$ cat src/rtl/uart_packet_rx.sv
// uart_packet_rx
// Host command-link receiver: deserialises 8N1 UART words from rx_pin and
// packs MSG_WIDTH/DATA_WIDTH consecutive good words (least-significant word
// first) into one message, offered as header + payload on a 1-deep
// valid/ready output register.
//
// Optional build macro: UART_PACKET_RX_TIMEOUT_EN
//   defined   - a partial message is dropped after TIMEOUT_BAUDS idle bit
//               periods between words.
//   undefined - a partial message waits indefinitely for its remaining words.
//
// Word FSM
//   state   | meaning
//   S_IDLE  | line idle, waiting for a low level (start of a start bit)
//   S_START | half a bit period in, confirming the start bit is still low
//   S_DATA  | sampling DATA_WIDTH data bits, one per bit period, LSB first
//   S_STOP  | sampling STOP_BITS stop bits; any low sample is a framing error

module uart_packet_rx #(
   parameter int CLK_RATE      = 81_000_000,
   parameter int BAUD          = 9600,
   parameter int DATA_WIDTH    = 8,
   parameter int STOP_BITS     = 1,
   parameter int MSG_WIDTH     = 64,
   parameter int HEADER_WIDTH  = 8,
   parameter int TIMEOUT_BAUDS = 20
) (
   input  logic                                clk,
   input  logic                                reset,
   input  logic                                rx_pin,
   output logic                                msg_valid,
   input  logic                                msg_ready,
   output logic [HEADER_WIDTH-1:0]             msg_header,
   output logic [MSG_WIDTH-HEADER_WIDTH-1:0]   msg_payload,
   output logic                                framing_error,
   output logic                                overflow
);

   localparam int CLKS_PER_BAUD = CLK_RATE / BAUD;
   localparam int HALF          = CLKS_PER_BAUD / 2;
   localparam int CNT_W         = (CLKS_PER_BAUD > 1) ? $clog2(CLKS_PER_BAUD) : 1;
   localparam int NUM_WORDS     = MSG_WIDTH / DATA_WIDTH;
   localparam int IDX_W         = (NUM_WORDS > 1) ? $clog2(NUM_WORDS) : 1;
   localparam int BIT_W         = (DATA_WIDTH > 1) ? $clog2(DATA_WIDTH) : 1;
   localparam int STOP_W        = (STOP_BITS > 1) ? $clog2(STOP_BITS) : 1;
   localparam int PAYLOAD_W     = MSG_WIDTH - HEADER_WIDTH;
   localparam int BUF_W         = MSG_WIDTH - DATA_WIDTH;

   // The bit timer is a down-counter that expires at zero, so it is loaded
   // with (period - 1); this keeps a full bit period inside $clog2 bits.
   localparam logic [CNT_W-1:0]  LOAD_BAUD = CNT_W'(CLKS_PER_BAUD - 1);
   localparam logic [CNT_W-1:0]  LOAD_HALF = CNT_W'((HALF > 0) ? HALF - 1 : 0);
   localparam logic [BIT_W-1:0]  LAST_BIT  = BIT_W'(DATA_WIDTH - 1);
   localparam logic [STOP_W-1:0] LAST_STOP = STOP_W'(STOP_BITS - 1);
   localparam logic [IDX_W-1:0]  LAST_WORD = IDX_W'(NUM_WORDS - 1);

   typedef enum logic [1:0] {
      S_IDLE,
      S_START,
      S_DATA,
      S_STOP
   } state_t;

   state_t              state;
   state_t              state_next;

   logic                rx_meta;
   logic                rx_sync;

   logic [CNT_W-1:0]    bit_cnt;
   logic                cnt_expired;
   logic                load_half;
   logic                load_baud;

   logic [BIT_W-1:0]    bit_idx;
   logic [STOP_W-1:0]   stop_idx;
   logic                stop_bad;
   logic [DATA_WIDTH-1:0] shift_word;
   logic                shift_en;
   logic                stop_sample;
   logic                word_done;
   logic                word_good;
   logic                word_bad;
   logic                start_bit;

   logic [IDX_W-1:0]    byte_idx;
   logic [BUF_W-1:0]    msg_buf;
   logic [MSG_WIDTH-1:0] msg_full;
   logic                msg_complete;
   logic                timeout_hit;

   // Two-flop synchroniser; resets to the idle-high line level.
   always_ff @(posedge clk) begin
      if (reset) begin
         rx_meta <= 1'b1;
         rx_sync <= 1'b1;
      end else begin
         rx_meta <= rx_pin;
         rx_sync <= rx_meta;
      end
   end

   assign cnt_expired = (bit_cnt == '0);
   assign start_bit   = (state == S_IDLE) && !rx_sync;

   // Word FSM state register.
   always_ff @(posedge clk) begin
      if (reset) begin
         state <= S_IDLE;
      end else begin
         state <= state_next;
      end
   end

   // Word FSM next state and per-cycle sampling strobes.
   always_comb begin
      state_next  = state;
      load_half   = 1'b0;
      load_baud   = 1'b0;
      shift_en    = 1'b0;
      stop_sample = 1'b0;
      word_done   = 1'b0;
      case (state)
         S_IDLE: begin
            if (!rx_sync) begin
               state_next = S_START;
               load_half  = 1'b1;
            end
         end
         S_START: begin
            if (cnt_expired) begin
               if (!rx_sync) begin
                  state_next = S_DATA;
                  load_baud  = 1'b1;
               end else begin
                  // Line went back high before mid-bit: a glitch, not a word.
                  state_next = S_IDLE;
               end
            end
         end
         S_DATA: begin
            if (cnt_expired) begin
               shift_en  = 1'b1;
               load_baud = 1'b1;
               if (bit_idx == LAST_BIT) begin
                  state_next = S_STOP;
               end
            end
         end
         S_STOP: begin
            if (cnt_expired) begin
               stop_sample = 1'b1;
               load_baud   = 1'b1;
               if (stop_idx == LAST_STOP) begin
                  word_done  = 1'b1;
                  state_next = S_IDLE;
               end
            end
         end
         default: begin
            state_next = S_IDLE;
         end
      endcase
   end

   // The final stop sample is folded in here so the verdict is available in
   // the same cycle as the sample itself.
   assign word_good = word_done && rx_sync && !stop_bad;
   assign word_bad  = word_done && !(rx_sync && !stop_bad);

   // Bit-period down-counter.
   always_ff @(posedge clk) begin
      if (reset) begin
         bit_cnt <= '0;
      end else if (load_half) begin
         bit_cnt <= LOAD_HALF;
      end else if (load_baud) begin
         bit_cnt <= LOAD_BAUD;
      end else if (!cnt_expired) begin
         bit_cnt <= bit_cnt - 1'b1;
      end
   end

   // Data-bit position and LSB-first shift register.
   always_ff @(posedge clk) begin
      if (reset) begin
         bit_idx    <= '0;
         shift_word <= '0;
      end else begin
         if (state != S_DATA) begin
            bit_idx <= '0;
         end else if (shift_en) begin
            bit_idx <= bit_idx + 1'b1;
         end
         if (shift_en) begin
            shift_word <= {rx_sync, shift_word[DATA_WIDTH-1:1]};
         end
      end
   end

   // Stop-bit position and sticky bad-stop flag for multi-stop-bit framing.
   always_ff @(posedge clk) begin
      if (reset) begin
         stop_idx <= '0;
         stop_bad <= 1'b0;
      end else if (state != S_STOP) begin
         stop_idx <= '0;
         stop_bad <= 1'b0;
      end else if (stop_sample) begin
         stop_idx <= stop_idx + 1'b1;
         stop_bad <= stop_bad | !rx_sync;
      end
   end

`ifdef UART_PACKET_RX_TIMEOUT_EN
   localparam int TO_CYCLES = TIMEOUT_BAUDS * CLKS_PER_BAUD;
   localparam int TO_W      = (TO_CYCLES > 1) ? $clog2(TO_CYCLES) : 1;
   localparam logic [TO_W-1:0] TO_LOAD = TO_W'(TO_CYCLES - 1);

   logic [TO_W-1:0] idle_cnt;
   logic            idle_counting;

   assign idle_counting = (state == S_IDLE) && (byte_idx != '0) && !start_bit;
   assign timeout_hit   = idle_counting && (idle_cnt == '0);

   // Inter-word idle timer; held at its load value except while a partial
   // message sits in IDLE, so every start bit restarts the full interval.
   always_ff @(posedge clk) begin
      if (reset) begin
         idle_cnt <= TO_LOAD;
      end else if (!idle_counting) begin
         idle_cnt <= TO_LOAD;
      end else if (idle_cnt != '0) begin
         idle_cnt <= idle_cnt - 1'b1;
      end
   end
`else
   assign timeout_hit = 1'b0;
`endif

   assign msg_complete = word_good && (byte_idx == LAST_WORD);
   // The last word goes straight from the shift register to the output, so
   // the buffer only ever holds the words below it.
   assign msg_full     = {shift_word, msg_buf};

   // Packet assembly: word slot write and word index.
   always_ff @(posedge clk) begin
      if (reset) begin
         byte_idx <= '0;
         msg_buf  <= '0;
      end else begin
         if (word_bad) begin
            byte_idx <= '0;
         end else if (word_good) begin
            byte_idx <= msg_complete ? '0 : byte_idx + 1'b1;
         end else if (timeout_hit) begin
            byte_idx <= '0;
         end
         if (word_good && !msg_complete) begin
            for (int w = 0; w < NUM_WORDS - 1; w++) begin
               if (byte_idx == IDX_W'(w)) begin
                  msg_buf[w*DATA_WIDTH +: DATA_WIDTH] <= shift_word;
               end
            end
         end
      end
   end

   // One-deep output register with overflow and framing-error pulses.
   always_ff @(posedge clk) begin
      if (reset) begin
         msg_valid     <= 1'b0;
         msg_header    <= '0;
         msg_payload   <= '0;
         framing_error <= 1'b0;
         overflow      <= 1'b0;
      end else begin
         framing_error <= word_bad;
         overflow      <= 1'b0;
         if (msg_complete) begin
            if (!msg_valid || msg_ready) begin
               msg_valid   <= 1'b1;
               msg_header  <= msg_full[MSG_WIDTH-1 -: HEADER_WIDTH];
               msg_payload <= msg_full[PAYLOAD_W-1:0];
            end else begin
               overflow    <= 1'b1;
            end
         end else if (msg_valid && msg_ready) begin
            msg_valid <= 1'b0;
         end
      end
   end

endmodule

$ cat config.mk
export PLATFORM = sky130hd
export DESIGN_NAME = uart_packet_rx
export DESIGN_NICKNAME = d
export VERILOG_FILES = /design/src/rtl/uart_packet_rx.sv
export SDC_FILE = /design/constraint.sdc
export NUM_CORES = 1
export LEC_CHECK = 0
export BUFFER_PORTS_ARGS = -buffer_cell sky130_fd_sc_hd__clkbuf_2
export CORE_ASPECT_RATIO = 0.5
export CORE_MARGIN = 10
export CORE_UTILIZATION = 58
export DETAILED_ROUTE_END_ITERATION = 12
export GPL_TIMING_DRIVEN = 1
export PLACE_DENSITY_LB_ADDON = 0.15
export SLEW_MARGIN = 15
export SYNTH_ARGS = -nofsm -noshare
export SYNTH_HDL_FRONTEND = slang
export SYNTH_SLANG_ARGS = --single-unit
export TNS_END_PERCENT = 1
$ cat constraint.sdc
create_clock -name clk -period 3.2 [get_ports clk]
set_input_delay 0.64 -clock clk [delete_from_list [all_inputs] [get_ports clk]]
set_output_delay 0.64 -clock clk [all_outputs]
set_load 0.03 [all_outputs]
==> results of run 1 <==
[per-layer routing]
metal / vias to the layer above / GRT usage (%) / share of wire (%)
met5: - / 0 / 0
met1: 2302 / 22.5 / 46
met3: 23 / 4.97 / 5.8
met4: 0 / 6.63 / 1.6
li1: 2402 / - / -
met2: 140 / 29.1 / 46
[worst max-delay path: stages, from the launching register on]
cell and delay [ps]:
dfxtp_1 360, ha_1 240, ha_1 230, or3b_2 490, nor2_1 420, and4_1 560, mux2i_1 270, nor2_1 70
[path summary, 6_finish.rpt]
kind	from	depth (start not counted)	end
worst max-delay path	byte_idx[0]$_SDFFE_PP0P_	7	msg_buf[14]$_SDFFE_PP0P_
worst min-delay path	rx_pin	2	rx_meta$_SDFF_PP1_
worst max register to register	byte_idx[0]$_SDFFE_PP0P_	7	msg_buf[14]$_SDFFE_PP0P_
worst min register to register	rx_meta$_SDFF_PP1_	1	rx_sync$_SDFF_PP1_
[cells by family (layout without fill, tap and decap cells)]
logic type | after synthesis | after routing
AND/OR/NAND/NOR | 297 | 297
buffers and inverters | 54 | 117
XOR/XNOR | 10 | 10
adder cells (fa/ha/maj) | 10 | 10
flip-flops | 157 | 157
AO/OA/AOI/OAI | 111 | 111
multiplexers | 49 | 49
[report_power, final]
| part | total, mW | internal [mW] | switching (mW) |
|---|---|---|---|
| registers | 2.13 | 2.03 | 0.0973 |
| clock network | 2.08 | 1.24 | 0.835 |
| logic | 0.726 | 0.266 | 0.460 |
[cell usage after synthesis (all sizes together)]
cell	instances	area share [%]
nand2	172	11
xnor2	5	0.69
or3	2	0.20
nor4	6	0.83
nor2	68	4.0
o21ai	3	0.24
nor4b	2	0.28
nand3b	2	0.24
dfxtp	157	50
o2111ai	1	0.14
ha	10	2.0
nand2b	6	0.59
mux2i	49	7.8
xor2	5	0.69
o31ai	1	0.12
nand3	7	0.55
clkbuf	27	1.6
nand4	6	0.89
inv	6	0.36
o21a	1	0.12
nor3	10	0.79
or3b	1	0.14
a2111oi	2	0.28
buf	21	3.2
nor3b	1	0.20
a211oi	3	0.36
a31oi	1	0.099
or4b	2	0.32
or2	3	0.30
nor2b	2	0.20
o21ba	1	0.16
or4	1	0.12
and4	3	0.42
a21oi	98	11
and3	3	0.30
[flip-flops by register name, indices dropped and copies added (netlist names), 3 cells and up, named ones only]
| name | count |
|---|---|
| msg_buf | 56 |
| msg_payload | 56 |
| bit_cnt | 14 |
| msg_header | 8 |
| shift_word | 8 |
| bit_idx | 3 |
| byte_idx | 3 |
[cell type report]
type | instances | area (um2) | area share, %
Timing Repair Buffer | 79 | 437 | 6.03
Tap cell | 140 | 175 | 2.42
Sequential cell | 157 | 3140 | 43.4
Inverter | 6 | 22.5 | 0.311
Clock inverter | 14 | 183 | 2.52
Clock buffer | 18 | 429 | 5.93
Multi-Input combinational cell | 477 | 2850 | 39.3
[metrics by stage]
stage | setup WS [ps] | instance area, um2
6_report | 410 | 7240
4_1_cts | 440 | 7240
3_3_place_gp | 587 | 6630
3_5_place_dp | 443 | 6630
2_1_floorplan | 918 | 6310
5_1_grt | 210 | 7240
[cells in the final DEF (no fill, tap or decap), types with 4 or more instances in the layout]
master / instances
inv_1: 6
a21oi_2: 60
nand2b_1: 6
xnor2_1: 5
ha_1: 10
nand3_1: 6
dfxtp_1: 157
clkbuf_16: 17
nor4_1: 5
inv_6: 4
nand2_1: 162
clkbuf_2: 69
nor2_1: 68
buf_4: 8
xor2_1: 5
nor3_1: 10
nand2_2: 10
a21oi_1: 38
mux2i_1: 49
==> insert_results.sql, run 1 <==
INSERT INTO impl_metrics (metric_group, metric, value, unit) VALUES
('timing', 'drv_slew', '0', ''),
('routing', 'vias_per_cell', '5.46', ''),
('place', 'numPortBuffers', '70', ''),
('synthesis', 'yosysSeqAreaShare', '49.8', '%'),
('clocking', 'holdBufCountCts', '0', ''),
('synthesis', 'yosys.area_share.xor_xnor', '1.39', '%'),
('power', 'pwr_density_cell', '682', 'nW/um2'),
('grt', 'grt_pass1_vias', '4657', ''),
('worst_setup_path', 'worst_path_fanout_max', '8', ''),
('routing', 'drt_iter0_markers', '328', ''),
('clocking', 'clk_latency', '420', 'ps'),
('routing', 'postRouteAntennaNets', '0', ''),
('finish', 'final_layout_size_suffix_gt1_share', '25.7', '%'),
('finish', 'area_growth_from_synthesis_to_layout', '14.6', '%'),
('grt', 'largest_net_degree_at_the_start_of_global_routing', '90', ''),
('worst_setup_path', 'crit_type', 'reg2reg', ''),
('timing', 'max_freq', '0.358', 'GHz'),
('routing', 'wire_per_inst', '15.9', 'um'),
('floorplan', 'floorplan.rows', '26', ''),
('clocking', 'cts_tree', 'yes', ''),
('timing', 'finalHoldViolations', '0', ''),
('clocking', 'clk_pin_slew_worst_paths', '60', 'ps'),
('routing', 'remaining_drc_errors', '0', ''),
('finish', 'fillCellCount', '803', ''),
('floorplan', 'io_pins', '71', ''),
('synthesis', 'post_synth_and_or_nand_nor_area_fraction', '21.0', '%'),
('place', 'dp.final_hpwl', '9030', 'um'),
('routing', 'detailroute.via_count', '4867', ''),
('timing', 'fin_hold_ws', '396', 'ps'),
('floorplan', 'die-width', '168', 'um'),
('synthesis', 'synth-compound-area-share', '12.8', '%'),
('synthesis', 'yosys_warnings', '0', ''),
('clocking', 'maximum_clock_path_buffer_count', '2', ''),
('timing', 'timing.setup.tns', '0', 'ps'),
('worst_setup_path', 'r2r_slack', '410', 'ps'),
('synthesis', 'synth.avg_cell_area', '9.17', 'um2'),
('timing', 'grt_setup_unrepaired', 'false', ''),
('grt', 'grtUsageTotal', '17.9', '%'),
('clocking', 'htreeDepth', '4', ''),
('status', 'outcome', 'completed', ''),
('synthesis', 'combinational_family_with_the_most_area_after_synthesis', 'simple AND/OR/NAND/NOR gates', ''),
('timing', 'finalWorstPathRequiredPeriod', '2790', 'ps'),
('worst_setup_path', 'critPathArrivalTime', '3060', 'ps'),
('clocking', 'cts_repair_resize_count', '0', ''),
('grt', 'grt_first_pass_wirelength', '23500', 'um'),
('routing', 'drt-pass1-iter-count', '5', ''),
('worst_setup_path', 'start_kind', 'flip-flop', ''),
('finish', 'final_cells', '891', ''),
('finish', 'fin_util', '69.5', '%'),
('worst_hold_path', 'holdCritPathClass', 'in2reg', ''),
('synthesis', 'post_synth_fa_ha_maj_area_fraction', '1.98', '%'),
('routing', 'routed_wl', '14100', 'um'),
('floorplan', 'initial_utilization', '60.6', '%'),
('timing', 'worst_slew_margin_rel', '49.2', '%'),
('clocking', 'cts_inserted_buffers', '17', ''),
('place', 'globalplace.congestion', '0.829', ''),
('synthesis', 'synth_area', '6310', 'um2'),
('floorplan', 'dieArea', '15700', 'um2'),
('floorplan', 'core_area', '10400', 'um2'),
('worst_setup_path', 'worst_setup_path_end_kind', 'flip-flop', ''),
('timing', 'fin_worst_skew', '11.3', 'ps'),
('place', 'place_inst', '859', ''),
('timing', 'timing.final.crit_share', '87.2', '%'),
('power', 'irDropWorstVdd', '466', 'uV'),
('grt', 'grt_antenna_before_repair', '0', ''),
('synthesis', 'syn-instance-count', '688', ''),
('clocking', 'total_number_of_clock_tree_sinks', '157', ''),
('clocking', 'root_buffer_selected_by_cts', 'clkbuf_16', ''),
('finish', 'n_antenna_cell', '0', ''),
('power', 'total_leakage_power', '2.77', 'nW'),
('synthesis', 'register_bit_total_from_synthesis', '157', ''),
('grt', 'grt_remaining_overflow', '0', ''),
('synthesis', 'synth.lib_cells_used.distinct', '44', ''),
('timing', 'setup-violations-final', '0', ''),
('synthesis', 'syn_nets', '702', ''),
('run', 'max-cap-violations', '0', ''),
('worst_setup_path', 'required_time_reported_for_the_critical_path_endpoint', '3470', 'ps'),
('finish', 'post_layout_net_count', '752', ''),
('clocking', 'post_cts.repair.setup_buffers', '0', ''),
('synthesis', 'multiplexer_area_fraction_after_synthesis', '7.77', '%'),
('timing', 'tightest_slew', '743', 'ps'),
('power', 'total_power', '4.93', 'mW'),
('floorplan', 'dieHeight', '93.8', 'um');
No activity file was read; power rests on OpenSTA's default activity.
==> run 2: changes to the inputs <==
- CORE_MARGIN: 10 -> default
- CORE_UTILIZATION: 58 -> 52
- clock period: 3.2 -> 2.3 ns (I/O delays scaled with it)
==> run 2 against run 1 <==
  * Combinational power rose by 83%
  * Maximum frequency grew 28%
  * Cell area rose by 5.6%
  * Non-clock buffer count is 29 higher
  * Sequential power is 38% higher
  * Worst setup slack got worse by 290 ps
  * Core utilization shrank 4.8 points
  * Critical endpoint is now msg_buf[6]$_SDFFE_PP0P_
  * Highest routed layer unchanged
==> insert_results.sql, run 2 (synthesis results as in run 1) <==
INSERT INTO impl_metrics (metric_group, metric, value, unit) VALUES
('timing', 'worst_slew_margin_rel', '59.4', '%'),
('grt', 'grt_remaining_overflow', '0', ''),
('timing', 'finalWorstPathRequiredPeriod', '2180', 'ps'),
('worst_setup_path', 'critPathArrivalTime', '2490', 'ps'),
('clocking', 'holdBufCountCts', '0', ''),
('timing', 'setup-violations-final', '0', ''),
('worst_setup_path', 'timing.critical_path.max_delay_family', 'simple AND/OR/NAND/NOR gates', ''),
('place', 'post-place-ws', '-22.7', 'ps'),
('finish', 'area_growth_from_synthesis_to_layout', '21.1', '%'),
('run', 'max-cap-violations', '0', ''),
('routing', 'vias_per_cell', '5.14', ''),
('finish', 'final_cells', '945', ''),
('worst_setup_path', 'timing.critical_path.cells', 'inv_1, ha_1, or4b_4, nor2_4, buf_6, and4_1, buf_4, mux2i_1, nor2_1', ''),
('finish', 'final_common_cell', 'nand2_1', ''),
('worst_setup_path', 'worst_path_fanout_max', '8', ''),
('finish', 'layout_common_cells', 'nand2_1, dfxtp_1, clkbuf_2', ''),
('grt', 'grt_first_pass_wirelength', '22000', 'um'),
('floorplan', 'dieHeight', '79.9', 'um'),
('place', 'dp.final_hpwl', '8470', 'um'),
('routing', 'detailroute.via_count', '4857', ''),
('power', 'seq_power_share', '41.1', '%'),
('clocking', 'cts_tree', 'yes', ''),
('place', 'numPortBuffers', '70', ''),
('routing', 'postRouteAntennaNets', '0', ''),
('clocking', 'maximum_clock_path_buffer_count', '2', ''),
('finish', 'n_antenna_cell', '0', ''),
('grt', 'largest_net_degree_at_the_start_of_global_routing', '65', ''),
('timing', 'tightest_slew', '608', 'ps'),
('floorplan', 'die-width', '158', 'um'),
('timing', 'timing.setup.tns', '0', 'ps'),
('finish', 'final_layout_size_suffix_gt1_share', '29.7', '%'),
('clocking', 'total_number_of_clock_tree_sinks', '157', ''),
('place', 'place_inst', '912', ''),
('clocking', 'htreeDepth', '4', ''),
('worst_setup_path', 'start_kind', 'flip-flop', ''),
('worst_setup_path', 'cp.buffers_inverters', '3', ''),
('floorplan', 'io_pins', '71', ''),
('finish', 'fin_util', '64.8', '%'),
('routing', 'routed_wl', '13500', 'um'),
('clocking', 'post_cts.repair.setup_buffers', '0', ''),
('grt', 'grt_antenna_before_repair', '0', ''),
('power', 'p_int', '5.10', 'mW'),
('clocking', 'cts_inserted_buffers', '17', ''),
('routing', 'wire_per_inst', '14.3', 'um'),
('routing', 'drt-pass1-iter-count', '4', ''),
('worst_setup_path', 'cpMaxStageDelayCell', 'or4b_4', ''),
('grt', 'grtUsageTotal', '22.5', '%'),
('power', 'netSwitchingPower', '2.02', 'mW'),
('routing', 'drt_iter0_markers', '275', ''),
('power', 'irDropWorstVdd', '709', 'uV'),
('clocking', 'clk_latency', '420', 'ps'),
('timing', 'max_freq', '0.458', 'GHz'),
('floorplan', 'floorplan.rows', '28', ''),
('grt', 'grt_pass1_vias', '4586', ''),
('clocking', 'clk_pin_slew_worst_paths', '60', 'ps'),
('power', 'pwr_density_cell', '932', 'nW/um2'),
('floorplan', 'core_area', '11800', 'um2'),
('place', 'globalplace.congestion', '0.804', ''),
('timing', 'grt_setup_unrepaired', 'true', ''),
('floorplan', 'initial_utilization', '53.5', '%'),
('worst_setup_path', 'required_time_reported_for_the_critical_path_endpoint', '2600', 'ps'),
('timing', 'fin_hold_ws', '222', 'ps'),
('finish', 'post_layout_net_count', '781', ''),
('clocking', 'root_buffer_selected_by_cts', 'clkbuf_16', ''),
('finish', 'largest_registers_ranked_by_flip_flop_count', 'msg_buf (56), msg_payload (56), bit_cnt (14)', ''),
('power', 'power.switching_fraction', '28.4', '%'),
('status', 'outcome', 'completed', ''),
('routing', 'remaining_drc_errors', '0', ''),
('timing', 'finalHoldViolations', '0', ''),
('power', 'share_of_power_burned_in_combinational_logic', '18.7', '%'),
('timing', 'fin_ws', '115', 'ps'),
('timing', 'drv_slew', '0', ''),
('worst_hold_path', 'holdCritPathClass', 'in2reg', ''),
('worst_setup_path', 'worst_setup_path_end_kind', 'flip-flop', ''),
('power', 'total_leakage_power', '2.94', 'nW'),
('power', 'clock_power_share', '40.2', '%'),
('timing', 'timing.final.crit_share', '95.0', '%'),
('worst_setup_path', 'crit_type', 'reg2reg', ''),
('floorplan', 'dieArea', '12600', 'um2'),
('timing', 'fin_worst_skew', '8.36', 'ps'),
('worst_setup_path', 'critPathMaxStageDelay', '510', 'ps');
[run 2: changes by cell type in the layout (fill, tap and decap cells not counted), sizes merged]
| cell | change |
|---|---|
| bufinv | -1 |
| clkbuf | +1 |
| clkinvlp | +1 |
| clkinv | -3 |
| buf | +28 |
| inv | +3 |
[run 2: worst paths after layout]
check	start	end	slack (ps)	cells after the start
worst max-delay path	bit_cnt[0]$_SDFFE_PP0P_	msg_buf[6]$_SDFFE_PP0P_	120	9
worst min-delay path	rx_pin	rx_meta$_SDFF_PP1_	220	2
worst max register to register	bit_cnt[0]$_SDFFE_PP0P_	msg_buf[6]$_SDFFE_PP0P_	120	9
worst min register to register	rx_meta$_SDFF_PP1_	rx_sync$_SDFF_PP1_	410	1
[run 2: layout make-up]
class / count / area (um2)
Tap cell: 165 / 206
Multi-Input combinational cell: 477 / 2910
Inverter: 6 / 22.5
Fill cell: 1000 / 4160
Timing Repair Buffer: 108 / 754
Sequential cell: 157 / 3140
Clock buffer: 18 / 439
Clock inverter: 14 / 169
[run 2: stage by stage]
stage               instance area (um2)  power, mW
floorplan                          6310       3.73
global placement                   6940       4.14
detailed placement                 6940       4.16
CTS                                7570       7.05
global route                       7640       7.43
finish                             7640       7.13
[run 2: routing by layer]
metal,share of wire [%],track usage [%]
met1,50,30.2
met2,45,35.8
met3,3.9,4.61
met5,0,0
met4,1.5,8.06
[run 2: repair_timing]
action                                 in CTS  in global routing
cloned                                      0                  1
setup endpoints to repair                  23                 94
gates resized for setup                     5                 12
endpoints found under the hold margin       0                  0
[run 2: worst reg2reg max path, delay by kind of cell, from the launching register on]
kind          cells  cell delay [ps]
simple gates      4              940
buf+inv           3              420
flops             1              320
fa+ha+maj         1              200
mux               1              200
[run 2: power groups by stage]
stage	Clock [mW]	Combinational (mW)	Sequential (mW)
finish	2.87	1.33	2.93
detailed placement	0	1.17	2.98
global placement	0	1.16	2.98
floorplan	0	0.776	2.96
global route	3.02	1.46	2.95
CTS	2.92	1.21	2.92
